File: src/rtl/shared_timer_arbiter_if.sv
// Bus bundle between the requesters and the shared cycle timer.
interface shared_timer_arbiter_if #(
  parameter int NUM_REQ = 4,
  parameter int CW      = 28,
  parameter int IW      = 2
);
  logic [NUM_REQ-1:0]    req;
  logic [NUM_REQ*CW-1:0] cycles_in;
  logic [NUM_REQ-1:0]    grant;
  logic [NUM_REQ-1:0]    done;
  logic                  busy;
  logic [IW-1:0]         owner;
  logic [CW-1:0]         count;

  // Requester side: raises requests and supplies counts, watches grant/done.
  modport master (
    output req, cycles_in,
    input  grant, done, busy, owner, count
  );

  // Timer side: arbitrates requests and reports ownership and expiry.
  modport slave (
    input  req, cycles_in,
    output grant, done, busy, owner, count
  );
endinterface

File: src/rtl/shared_timer_arbiter.sv
// One cycle-count timer shared round-robin among NUM_REQ requesters.
// The winner's count is latched at grant; the timer runs target+1 cycles,
// then pulses done to the owner for one cycle and returns to idle.
module shared_timer_arbiter #(
  parameter int NUM_REQ = 4,
  parameter int CW      = 28,
  parameter int IW      = 2
) (
  input  logic                   clock,
  input  logic                   reset,
  shared_timer_arbiter_if.slave  tmr
);

  typedef enum logic [1:0] {
    ST_IDLE = 2'd0,
    ST_RUN  = 2'd1,
    ST_DONE = 2'd2
  } state_t;

  state_t        state_q, state_d;
  logic [IW-1:0] owner_q, owner_d;
  logic [IW-1:0] last_q, last_d;
  logic [CW-1:0] count_q, count_d;
  logic [CW-1:0] target_q, target_d;

  logic [CW-1:0] slice_w [NUM_REQ];
  logic [IW:0]   scan_idx;
  logic [IW-1:0] win_idx;
  logic          win_vld;

  // Unpack the flat count bus into one entry per requester.
  always_comb begin
    for (int i = 0; i < NUM_REQ; i++) begin
      slice_w[i] = tmr.cycles_in[i*CW +: CW];
    end
  end

  // Round-robin pick: first set request after the last owner, wrapping.
  always_comb begin
    scan_idx = '0;
    win_idx  = '0;
    win_vld  = 1'b0;
    for (int k = 1; k <= NUM_REQ; k++) begin
      scan_idx = {1'b0, last_q} + (IW+1)'(k);
      if (scan_idx >= (IW+1)'(NUM_REQ)) begin
        scan_idx = scan_idx - (IW+1)'(NUM_REQ);
      end
      if (!win_vld && tmr.req[scan_idx[IW-1:0]]) begin
        win_vld = 1'b1;
        win_idx = scan_idx[IW-1:0];
      end
    end
  end

  // Control state register; reset interrupts any run without a done pulse.
  always_ff @(posedge clock) begin
    if (reset) begin
      state_q <= ST_IDLE;
      owner_q <= '0;
      last_q  <= IW'(NUM_REQ - 1);
      count_q <= '0;
    end else begin
      state_q <= state_d;
      owner_q <= owner_d;
      last_q  <= last_d;
      count_q <= count_d;
    end
  end

  // Latched target count; only meaningful while a run is active.
  always_ff @(posedge clock) begin
    target_q <= target_d;
  end

  // Next-state and counter update; abort beats expiry in the same cycle.
  always_comb begin
    state_d  = state_q;
    owner_d  = owner_q;
    last_d   = last_q;
    count_d  = count_q;
    target_d = target_q;
    case (state_q)
      ST_IDLE: begin
        count_d = '0;
        if (win_vld) begin
          owner_d  = win_idx;
          target_d = slice_w[win_idx];
          state_d  = ST_RUN;
        end
      end
      ST_RUN: begin
        if (!tmr.req[owner_q]) begin
          last_d  = owner_q;
          count_d = '0;
          state_d = ST_IDLE;
        end else if (count_q == target_q) begin
          state_d = ST_DONE;
        end else begin
          count_d = count_q + 1'b1;
        end
      end
      ST_DONE: begin
        last_d  = owner_q;
        count_d = '0;
        state_d = ST_IDLE;
      end
      default: begin
        count_d = '0;
        state_d = ST_IDLE;
      end
    endcase
  end

  // Decode outputs: grant during RUN, done pulse during DONE, busy for both.
  always_comb begin
    tmr.grant = '0;
    tmr.done  = '0;
    tmr.busy  = 1'b0;
    tmr.owner = owner_q;
    tmr.count = count_q;
    case (state_q)
      ST_RUN: begin
        tmr.grant = NUM_REQ'(1) << owner_q;
        tmr.busy  = 1'b1;
      end
      ST_DONE: begin
        tmr.done = NUM_REQ'(1) << owner_q;
        tmr.busy = 1'b1;
      end
      default: begin
        tmr.busy = 1'b0;
      end
    endcase
  end

endmodule

File: src/flat_wrapper.sv
// flat-port wrapper written by rule: the top's interface ports become plain ports
module shared_timer_arbiter_flat 
#(
  parameter int NUM_REQ = 4,
  parameter int CW      = 28,
  parameter int IW      = 2
)
  (clock, reset, tmr_req, tmr_cycles_in, tmr_grant, tmr_done, tmr_busy, tmr_owner, tmr_count);
  shared_timer_arbiter_if #(.NUM_REQ(NUM_REQ), .CW(CW), .IW(IW)) tmr_i ();
  input  logic clock;
  input  logic reset;
  input wire logic [$bits(tmr_i.req)-1:0] tmr_req;
  input wire logic [$bits(tmr_i.cycles_in)-1:0] tmr_cycles_in;
  output wire logic [$bits(tmr_i.grant)-1:0] tmr_grant;
  output wire logic [$bits(tmr_i.done)-1:0] tmr_done;
  output wire logic [$bits(tmr_i.busy)-1:0] tmr_busy;
  output wire logic [$bits(tmr_i.owner)-1:0] tmr_owner;
  output wire logic [$bits(tmr_i.count)-1:0] tmr_count;
  assign tmr_i.req = tmr_req;
  assign tmr_i.cycles_in = tmr_cycles_in;
  assign tmr_grant = tmr_i.grant;
  assign tmr_done = tmr_i.done;
  assign tmr_busy = tmr_i.busy;
  assign tmr_owner = tmr_i.owner;
  assign tmr_count = tmr_i.count;
  shared_timer_arbiter #(.NUM_REQ(NUM_REQ), .CW(CW), .IW(IW)) u_core (.clock(clock), .reset(reset), .tmr(tmr_i));
endmodule
File: config.mk
export PLATFORM = sky130hd
export DESIGN_NAME = shared_timer_arbiter_flat
export DESIGN_NICKNAME = d
export VERILOG_FILES = /design/src/rtl/shared_timer_arbiter_if.sv /design/src/rtl/shared_timer_arbiter.sv /design/src/flat_wrapper.sv
export SDC_FILE = /design/constraint.sdc
export NUM_CORES = 1
export LEC_CHECK = 0
export ABC_AREA = 1
export CAP_MARGIN = 20
export CORE_ASPECT_RATIO = 1.25
export CORE_MARGIN = 4
export CORE_UTILIZATION = 43
export DETAILED_ROUTE_END_ITERATION = 10
export PLACE_DENSITY = 0.87
export SLEW_MARGIN = 40
export SYNTH_ARGS = -nofsm -noshare
export SYNTH_HDL_FRONTEND = slang
export SYNTH_SLANG_ARGS = --single-unit
File: constraint.sdc
create_clock -name clock -period 1.94 [get_ports clock]
set_input_delay 0.291 -clock clock [delete_from_list [all_inputs] [get_ports clock]]
set_output_delay 0.291 -clock clock [all_outputs]
set_load 0.02 [all_outputs]
Word-level counts from Yosys, hierarchy flattened
Index checks and enable logic that the tools add are counted.
Widths: inputs -> output; s select.
{"block": "word_totals", "out_inout_bits": 39, "reg_bits": 62}
{"block": "classes", "add_sub_neg": 9, "magnitude_cmp": 10, "shift": 1, "n_bitwise": 3, "mux": 34, "n_eq_ne": 6, "reduce_logical": 13}
{"operator": "$bmux 28 s2", "n": 1}
{"operator": "$mux 28", "n": 2}
{"operator": "$add 28x1->28 const B", "n": 1}
{"operator": "$eq 28x28->1", "n": 1}
{"operator": "$mux 2", "n": 12}
{"operator": "$ge 3x3->1 const B", "n": 5}
{"operator": "$lt 2x3->1 const B", "n": 5}
{"operator": "$bmux 1 s2", "n": 5}
{"operator": "$mux 1", "n": 10}
{"operator": "$mux 4", "n": 2}
{"operator": "$pmux 2 s2", "n": 2}
{"operator": "$sub 2x1->2 const B", "n": 4}
{"operator": "$add 2x2->3 const B", "n": 2}
{"operator": "$reduce_and 2->1", "n": 3}
{"operator": "$shl 1x2->4 const A", "n": 1}
{"operator": "$add 2x1->3 const B", "n": 1}
{"operator": "$add 2x3->3 const B", "n": 1}
{"operator": "$logic_and 1x1->1", "n": 3}
{"operator": "$logic_not 1->1", "n": 3}
{"operator": "$ne 3x3->1 const B", "n": 1}
{"operator": "$not 2->3", "n": 1}
{"operator": "$reduce_or 3->1", "n": 1}
{"operator": "$eq 2x1->1 const B", "n": 1}
{"operator": "$eq 2x2->1 const B", "n": 1}
{"operator": "6 further kinds", "n": 7}

Logic depth before layout (Yosys ltp)
Gate-level depths: netlist of the first run.
{"block": "depth", "word_depth": 19, "depth_mapped": 15, "ltp_nobuf": 12}

Worst setup path after synthesis of the first run
OpenSTA, ideal clock, no wires.
{"block": "synth_timing", "path_kind": "reg2reg", "start": "register u_core.last_q[0]", "end": "register u_core.target_q[0], enable pin", "setup_time_ns": 0.369, "stages_incl_launch_ff": 10, "required_ns": 1.571, "synth_period_minus_slack_ns": 1.889, "slack_ns": 0.051, "arrival_ns": 1.520, "n_path_buf": 2, "path_cell_list": "dfxtp_1 > buf_6 > o21ai_0 > nand2_1 > nand2_2 > nor2_4 > nand3_2 > buf_6 > nand2_1 > inv_2"}
{"block": "synth_between", "elab_chain_cells": 16, "elab_cells_between_ends": 35, "classes_between": "add/sub: 8; order compare: 4; mux: 16; reduce/logical: 7"}
{"item": "from (decl)", "line_no": "shared_timer_arbiter.sv:22", "rtl": "logic [IW-1:0] last_q, last_d;"}
{"item": "from (signal assigned)", "line_no": "shared_timer_arbiter.sv:60", "rtl": "last_q <= IW'(NUM_REQ - 1);"}
{"item": "from (signal assigned)", "line_no": "shared_timer_arbiter.sv:65", "rtl": "last_q <= last_d;"}
{"item": "$add 2x1->3", "line_no": "shared_timer_arbiter.sv:44", "rtl": "scan_idx = {1'b0, last_q} + (IW+1)'(k);"}
{"item": "$ge 3x3->1 / $sub 2x1->2 (equally long branches)", "line_no": "shared_timer_arbiter.sv:45, shared_timer_arbiter.sv:46"}
{"item": "$mux 2", "line_no": "shared_timer_arbiter.sv:45", "rtl": "if (scan_idx >= (IW+1)'(NUM_REQ)) begin"}
{"item": "$bmux 1 s2", "line_no": "shared_timer_arbiter.sv:48", "rtl": "if (!win_vld && tmr.req[scan_idx[IW-1:0]]) begin"}
{"item": "$mux 1 (not written as such)", "line_no": "shared_timer_arbiter.sv:48"}
{"item": "$mux 1", "line_no": "shared_timer_arbiter.sv:48"}
{"item": "$logic_not 1->1", "line_no": "shared_timer_arbiter.sv:48"}
{"item": "$logic_and 1x1->1", "line_no": "shared_timer_arbiter.sv:48"}
{"item": "$mux 1", "line_no": "shared_timer_arbiter.sv:48"}
{"item": "$logic_not 1->1", "line_no": "shared_timer_arbiter.sv:48"}
{"item": "$logic_and 1x1->1", "line_no": "shared_timer_arbiter.sv:48"}
{"item": "$mux 1", "line_no": "shared_timer_arbiter.sv:48"}
{"item": "$logic_not 1->1", "line_no": "shared_timer_arbiter.sv:48"}
{"item": "$logic_and 1x1->1", "line_no": "shared_timer_arbiter.sv:48"}
{"item": "$mux 1 *", "line_no": "shared_timer_arbiter.sv:48"}
{"item": "$reduce_and 2->1 (no line) *"}
{"item": "to (signal assigned)", "line_no": "shared_timer_arbiter.sv:72", "rtl": "target_q <= target_d;"}
{"item": "to (decl)", "line_no": "shared_timer_arbiter.sv:24", "rtl": "logic [CW-1:0] target_q, target_d;"}
Mark *: on every way between the ends. The rest lies on a longest branch, timed or not. The select of a mux whose other input is x is not followed.
A chain may end at the register's enable or synchronous reset.

Final worst setup path of the first run
{"block": "layout_timing", "start": "input port tmr_req[1]", "end": "register u_core.target_q[26] (data pin)"}
{"block": "layout_between", "elab_chain_cells": 16, "elab_cells_between_ends": 25, "classes_between": "mux: 18; bitwise: 1; reduce/logical: 6"}
{"item": "from (decl)", "line_no": "flat_wrapper.sv:12", "rtl": "input wire logic [$bits(tmr_i.req)-1:0] tmr_req;"}
{"item": "$bmux 1 s2", "line_no": "shared_timer_arbiter.sv:48"}
{"item": "$mux 1 (not written as such)", "line_no": "shared_timer_arbiter.sv:48"}
{"item": "$mux 1", "line_no": "shared_timer_arbiter.sv:48"}
{"item": "$logic_not 1->1", "line_no": "shared_timer_arbiter.sv:48"}
{"item": "$logic_and 1x1->1", "line_no": "shared_timer_arbiter.sv:48"}
{"item": "$mux 1", "line_no": "shared_timer_arbiter.sv:48"}
{"item": "$logic_not 1->1", "line_no": "shared_timer_arbiter.sv:48"}
{"item": "$logic_and 1x1->1", "line_no": "shared_timer_arbiter.sv:48"}
{"item": "$mux 1", "line_no": "shared_timer_arbiter.sv:48"}
{"item": "$logic_not 1->1", "line_no": "shared_timer_arbiter.sv:48"}
{"item": "$logic_and 1x1->1", "line_no": "shared_timer_arbiter.sv:48"}
{"item": "$mux 2 *", "line_no": "shared_timer_arbiter.sv:48"}
{"item": "$not 2->3 (not written as such) *", "line_no": "shared_timer_arbiter.sv:87", "rtl": "target_d = slice_w[win_idx];"}
{"item": "$bmux 28 s2 *", "line_no": "shared_timer_arbiter.sv:87"}
{"item": "$mux 28 (not written as such) * (2 in a row)", "line_no": "shared_timer_arbiter.sv:87"}
Marked as above.

==> out/qor.yml, run 1 <==
fp.dieW_um: 105
core_area_mm2: 0.0116
grt_first_pass_wirelength_um: 25500
tightest_slew_ns: 0.385
cts_buffers: 9
grt_antenna_before_repair: 0
grt_pass1_vias: 5380
rsz0062_at_grt: "yes"
powerDensity_mw_per_mm2: 1590
synth_area_mm2: 0.00506
drt_pass1_iterations: 5
endpoint_kind: "flop"
violations: "setup timing"
insertion_delay_ns: 0.33
power.leakage_nw: 3.60
hold_viol: 0
skew_ns: 0.00482
num_io_pins: 157
crit_slowest_cell: "clkdlybuf4s50_1"
die-area_mm2: 0.0136
dp.final_hpwl_um: 12100
globalplace.congestion: 0.938
drt-total-wl_um: 17300
startpoint_type: "primary input"
ys_types: 30
grtUsageTotal_pct: 23.0
final_layout_size_suffix_gt1_share_pct: 11.6
clockPowerShare_pct: 13.2
antenna_left: 0
comb_power_share_pct: 66.7
required_ns: 2.03
antennaDiodeCount: 0
outcome: "finished, violations left"
grt_overflow: 0
avgSynthCellArea_um2: 6.19
whs_ns: 0.485
clock_path_buffers: 2
cts_tree: "done"
worst_path_most_repeated_cell: "nand2_1"
p_int_mw: 6.81
arrival_ns: 2.19
postLayoutSetupSlackWorst_ns: -0.165
die_h_um: 129
synthToLayoutAreaGrowth_pct: 52.4
fmax_ghz: 0.475
cp_max_fo: 5
hold_path.class: "flop to flop"
synthCells: 817
crit_type: "primary input to flop"
grt_max_degree: 38
nNetsFinal: 1119
vias: 6012
pwr-share-seq_pct: 20.2
power_switching_mw: 5.42
setup_viol: 22
yosysSeqAreaShare_pct: 30.1
max_cap_violations: 0
drt-vias-per-instance: 5.27
cts_sinks: 62
routedWlPerCell_um: 15.2
period_share_pct: 108
crit_family: "buffers and inverters"
dr.first_iter.drc_count: 506
synth_nets: 939
drc_errors: 0
initial_utilization_pct: 43.7
port_buffers: 156
cp_cell_sequence: "clkdlybuf4s50_1 > inv_1 > o21ai_2 > nand2_1 > nand2_2 > inv_2 > nand2_2 > nand2_4 > nand3_4 > buf_12 > clkbuf_16 > nand2_1 > nand3_1 > nand2_1"
cts.clk_slew.worst_paths_ns: 0.06
ys_ff_latch: 62
peakVddDrop_mv: 1.09
slowest_delay_ns: 0.50
timing.critical_path.buf_inv: 5
relSlewSlack_pct: 74.1
ys_warn_count: 0
rows: 44
root_buffer: "clkbuf_16"
drv_slew: 0
sw_frac_of_total_pct: 44.3
setup_tns_ns: -1.20
final.min_clock_period_ns: 2.10
htreeDepth: 3
[layer usage]
layer,part of all wire (%),vias up,global-route usage (%),routed length [µm]
met5,0,-,0,0
met4,4.2,0,10.5,733
met3,7.6,55,4.68,1320
met2,50,304,39.9,8690
met1,38,2736,27.5,6580
li1,-,2917,-,-
[through the flow]
| stage | std cells | util (%) | area (µm²) | setup WS (ns) | total power [mW] |
|---|---|---|---|---|---|
| 2_1_floorplan | 817 | - | 5060 | 0.0508 | 6.77 |
| 3_3_place_gp | 1109 | 60.1 | 6940 | -0.423 | 8.38 |
| 3_5_place_dp | 1109 | 60.1 | 6940 | -0.526 | 8.55 |
| 4_1_cts | 1128 | 63.4 | 7330 | -0.00140 | 10.6 |
| 5_1_grt | 1140 | 66.7 | 7710 | -0.220 | 13.0 |
| 6_report | 1140 | 66.7 | 7710 | -0.165 | 12.2 |
[worst paths after layout]
path	endpoint	start	cells past startpoint	slack, ns
worst max-delay path	u_core.target_q[26]	tmr_req[1]	14	-0.16
worst min-delay path	u_core.state_q[0]	u_core.state_q[0]	2	0.48
worst max register to register	u_core.target_q[26]	u_core.last_q[0]	14	-0.16
worst min register to register	u_core.state_q[0]	u_core.state_q[0]	2	0.48
[cell type report]
| class | instances | area, µm² |
|---|---|---|
| Sequential cell | 62 | 1530 |
| Inverter | 170 | 653 |
| Multi-Input combinational cell | 542 | 2800 |
| Timing Repair Buffer | 212 | 2260 |
| Clock inverter | 5 | 50.0 |
| Clock buffer | 11 | 243 |
| Tap cell | 138 | 173 |
| Fill cell | 916 | 3850 |
[power by group through the flow]
| stage | sequential [mW] | combinational (mW) | clock (mW) |
|---|---|---|---|
| 2_1_floorplan | 2.39 | 4.38 | 0 |
| 3_3_place_gp | 2.45 | 5.93 | 0 |
| 3_5_place_dp | 2.46 | 6.08 | 0 |
| 4_1_cts | 2.44 | 6.55 | 1.61 |
| 5_1_grt | 2.49 | 8.84 | 1.67 |
| 6_report | 2.47 | 8.16 | 1.61 |
[Yosys cell counts, drive strengths merged]
cell	count	area share [%]
a21oi	32	3.2
buf	30	4.1
dfxtp	34	13
nand3	65	6.7
nor4	1	0.12
o211ai	2	0.30
edfxtp	28	17
nor3b	1	0.15
o22ai	2	0.25
xor2	18	3.1
clkbuf	13	0.97
nand2	256	19
o21ai	14	1.5
nand4	63	7.8
xnor2	20	3.5
ha	4	0.99
inv	170	13
nand2b	1	0.12
nor2	46	3.6
nand3b	2	0.30
mux2i	1	0.20
nor3	14	1.4
[worst min-delay path, stage by stage (launching register included)]
cell and delay (ns):
dfxtp_1 0.32, nand2_1 0.07, a21oi_1 0.05
[cells by family after synthesis]
group | share of synthesized area (%)
fa+ha+maj | 0.990
buf+inv | 17.6
xor+xnor | 6.58
compound gates | 5.17
flops | 30.1
mux | 0.198
simple gates | 39.3
[state kept, by name, summed over array words and instances, names as in the netlist]
signal,flops
u_core.target_q,28
u_core.tmr.owner,2
u_core.state_q,2
u_core.tmr.count,28
u_core.last_q,2
[cells in the final DEF, fill, tap and decap left out, types with 2 or more instances in the layout]
master / n
edfxtp_1: 28
inv_2: 4
nand2_1: 240
dfxtp_2: 3
a21oi_1: 32
clkbuf_16: 15
nand3_2: 6
clkdlybuf4s50_1: 146
nor3_1: 14
dlygate4sd2_1: 9
xnor2_1: 19
nand3_1: 56
o21ai_0: 7
o211ai_1: 2
clkinv_2: 4
xor2_1: 17
nand2_2: 12
nand2_4: 4
nand3_4: 3
inv_1: 163
nand3b_1: 2
buf_12: 10
o22ai_1: 2
ha_1: 4
nand4_1: 63
buf_6: 10
nor2_1: 45
dfxtp_1: 31
o21ai_2: 5
buf_4: 29
[timing repair]
item                                    CTS  global route
pin swaps                                 0             7
resized for setup                        24            48
buffers inserted                          2             4
gates cloned                              1             9
endpoints found under the setup margin   59            71
hold buffers                              0             0
(Power assumes the default switching activity.)
==> inputs of run 2 (changes only) <==
CORE_UTILIZATION = 44   (was 43)
CTS_BUF_LIST = sky130_fd_sc_hd__clkbuf_8   (was default)
PLACE_DENSITY = 0.88   (was 0.87)
==> out/qor.yml, run 2 (same netlist as run 1, synthesis figures left out) <==
outcome: "finished, violations left"
violations: "setup timing"
layout.cells.non_filler: 1134  # -0.53%
endpoint_kind: "flop"
rows: 43  # -2.3%
comb_power_share_pct: 70.5  # +3.8 points
startpoint_type: "flop"
root_buffer: "clkbuf_8"
grt_pass1_vias: 5290  # -1.7%
nNetsFinal: 1116  # -0.27%
final_common_cell: "nand2_1"
die_h_um: 128  # -1.1%
skew_ns: 0.00948  # +0.00466 ns
crit_type: "flop to flop"
clockPowerShare_pct: 8.7  # -4.5 points
drt-vias-per-instance: 5.32  # +0.95%
nFillCells: 863  # -5.8%
core_area_mm2: 0.0112  # -3.2%
peakVddDrop_mv: 1.12  # +2.7%
period_share_pct: 109  # +0.45 points
setup_tns_ns: -3.24  # -2.04 ns
drt_pass1_iterations: 5  # unchanged
layout_common_cells: "232 x nand2_1, 166 x inv_1, 147 x clkdlybuf4s50_1"
rsz0062_at_grt: "yes"
hold_viol: 0  # unchanged
cp_cell_sequence: "buf_12 > xor2_2 > nand2_1 > nand2_2 > inv_2 > nand3_4 > buf_6 > clkbuf_16 > nand4_1 > nand3_1 > nand2_1"
timing.critical_path.buf_inv: 4  # -1
num_io_pins: 157  # unchanged
grt_antenna_before_repair: 1  # +1
setup_viol: 28  # +27%
htreeDepth: 3  # unchanged
fmax_ghz: 0.473  # -0.42%
routedWlPerCell_um: 16.1  # +6.2%
port_buffers: 156  # unchanged
postLayoutSetupSlackWorst_ns: -0.173  # -0.00878 ns
crit_slowest_cell: "dfxtp_4"
relSlewSlack_pct: 76.3  # +2.2 points
power.leakage_nw: 3.57  # -0.71%
grt_first_pass_wirelength_um: 25400  # -0.30%
arrival_ns: 2.20  # about the same
max_cap_violations: 0  # unchanged
slowest_delay_ns: 0.38  # -0.12 ns
cts_sinks: 62  # unchanged
worst_path_most_repeated_cell: "nand2_1"
cts_tree: "done"
placed_cells: 1099  # -0.90%
final_core_util_pct: 68.3  # +1.6 points
dp.final_hpwl_um: 12000  # -0.54%
cts_buffers: 9  # unchanged
multi_input_area_mm2: 0.00284  # +1.3%
tightest_slew_ns: 0.352  # -0.0328 ns
synthToLayoutAreaGrowth_pct: 51.1
drt-total-wl_um: 18300  # +5.6%
cp_max_fo: 28  # +23
cts.clk_slew.worst_paths_ns: 0.07  # about the same
grt_max_degree: 57  # +50%
grt_overflow: 0  # unchanged
crit_family: "simple AND/OR/NAND/NOR gates"
ff_latch_area_mm2: 0.00153  # +0.25%
whs_ns: 0.490  # +0.00537 ns
globalplace.congestion: 0.929  # -1.0%
drc_errors: 0  # unchanged
initial_utilization_pct: 45.2  # +1.4 points
p_int_mw: 6.38  # -6.4%
die-area_mm2: 0.0133  # -2.1%
fp.dieW_um: 104  # -1.1%
hold_path.class: "flop to flop"
power_switching_mw: 5.52  # +1.9%
final_layout_size_suffix_gt1_share_pct: 11.8  # +0.25 points
powerDensity_mw_per_mm2: 1560  # -1.8%
required_ns: 2.03  # about the same
clock_path_buffers: 2  # unchanged
drv_slew: 0  # unchanged
vias: 6037  # +0.42%
grtUsageTotal_pct: 23.4  # +0.42 points
pre_cts_ws_ns: -0.390  # +0.136 ns
dr.first_iter.drc_count: 614  # +21%
pwr-share-seq_pct: 20.9  # +0.7 points
holdBufCountCts: 0  # unchanged
antenna_left: 0  # unchanged
sw_frac_of_total_pct: 46.4  # +2.1 points
insertion_delay_ns: 0.34  # about the same
final.min_clock_period_ns: 2.11  # +0.00878 ns
run 2: path summary, 6_finish.rpt:
kind,to,slack (ns),from,depth (start not counted)
max,u_core.target_q[19],-0.17,u_core.last_q[0],11
min,u_core.state_q[0],0.49,u_core.state_q[0],2
max reg2reg,u_core.target_q[19],-0.17,u_core.last_q[0],11
min reg2reg,u_core.state_q[0],0.49,u_core.state_q[0],2
run 2: what timing repair did:
action                     in CTS  in global routing
pin swaps                       3                 14
setup endpoints to repair      37                 60
resized for setup              28                 44
buffers inserted                3                  5
cloned                          4                  7
run 2: worst min-delay path, stage by stage, from the launching register on:
cell	delay, ns
dfxtp_1	0.33
nand2_1	0.07
a21oi_1	0.05
run 2: cell type report:
class | instances | area share [%]
diodes | 1 | 0.0328
inverters | 170 | 8.42
repair buffers | 209 | 29.9
flip-flops and latches | 62 | 20.0
multi-input cells | 542 | 37.2
clock buffers | 11 | 1.98
well taps | 135 | 2.21
clock inverters | 4 | 0.229
run 2: power groups by stage:
stage	Clock, mW	Combinational [mW]	Sequential (mW)
floorplan	0	4.38	2.39
global placement	0	5.87	2.47
detailed placement	0	5.99	2.48
CTS	1.02	6.96	2.46
global route	1.09	8.99	2.51
finish	1.03	8.39	2.49
run 2: per-layer routing:
layer / global-route usage, % / wire length [µm] / vias to the layer above
met5: 0 / 0 / -
met4: 8.69 / 793 / 0
met3: 4.94 / 1610 / 63
met2: 43.1 / 9120 / 350
met1: 26.7 / 6770 / 2709
li1: - / - / 2915
run 2: through the flow:
step                      area (µm²)  total power, mW
after floorplan                 5060             6.77
after global placement          6900             8.34
after detailed placement        6900             8.47
after CTS                       7270             10.4
after global routing            7640             12.6
final                           7640             11.9
==> inputs of run 3 (changes only) <==
SLEW_MARGIN = 20   (was 40)
==> results of run 3 <==
Same layout as run 2: the final DEF is identical, and so are final timing and power.
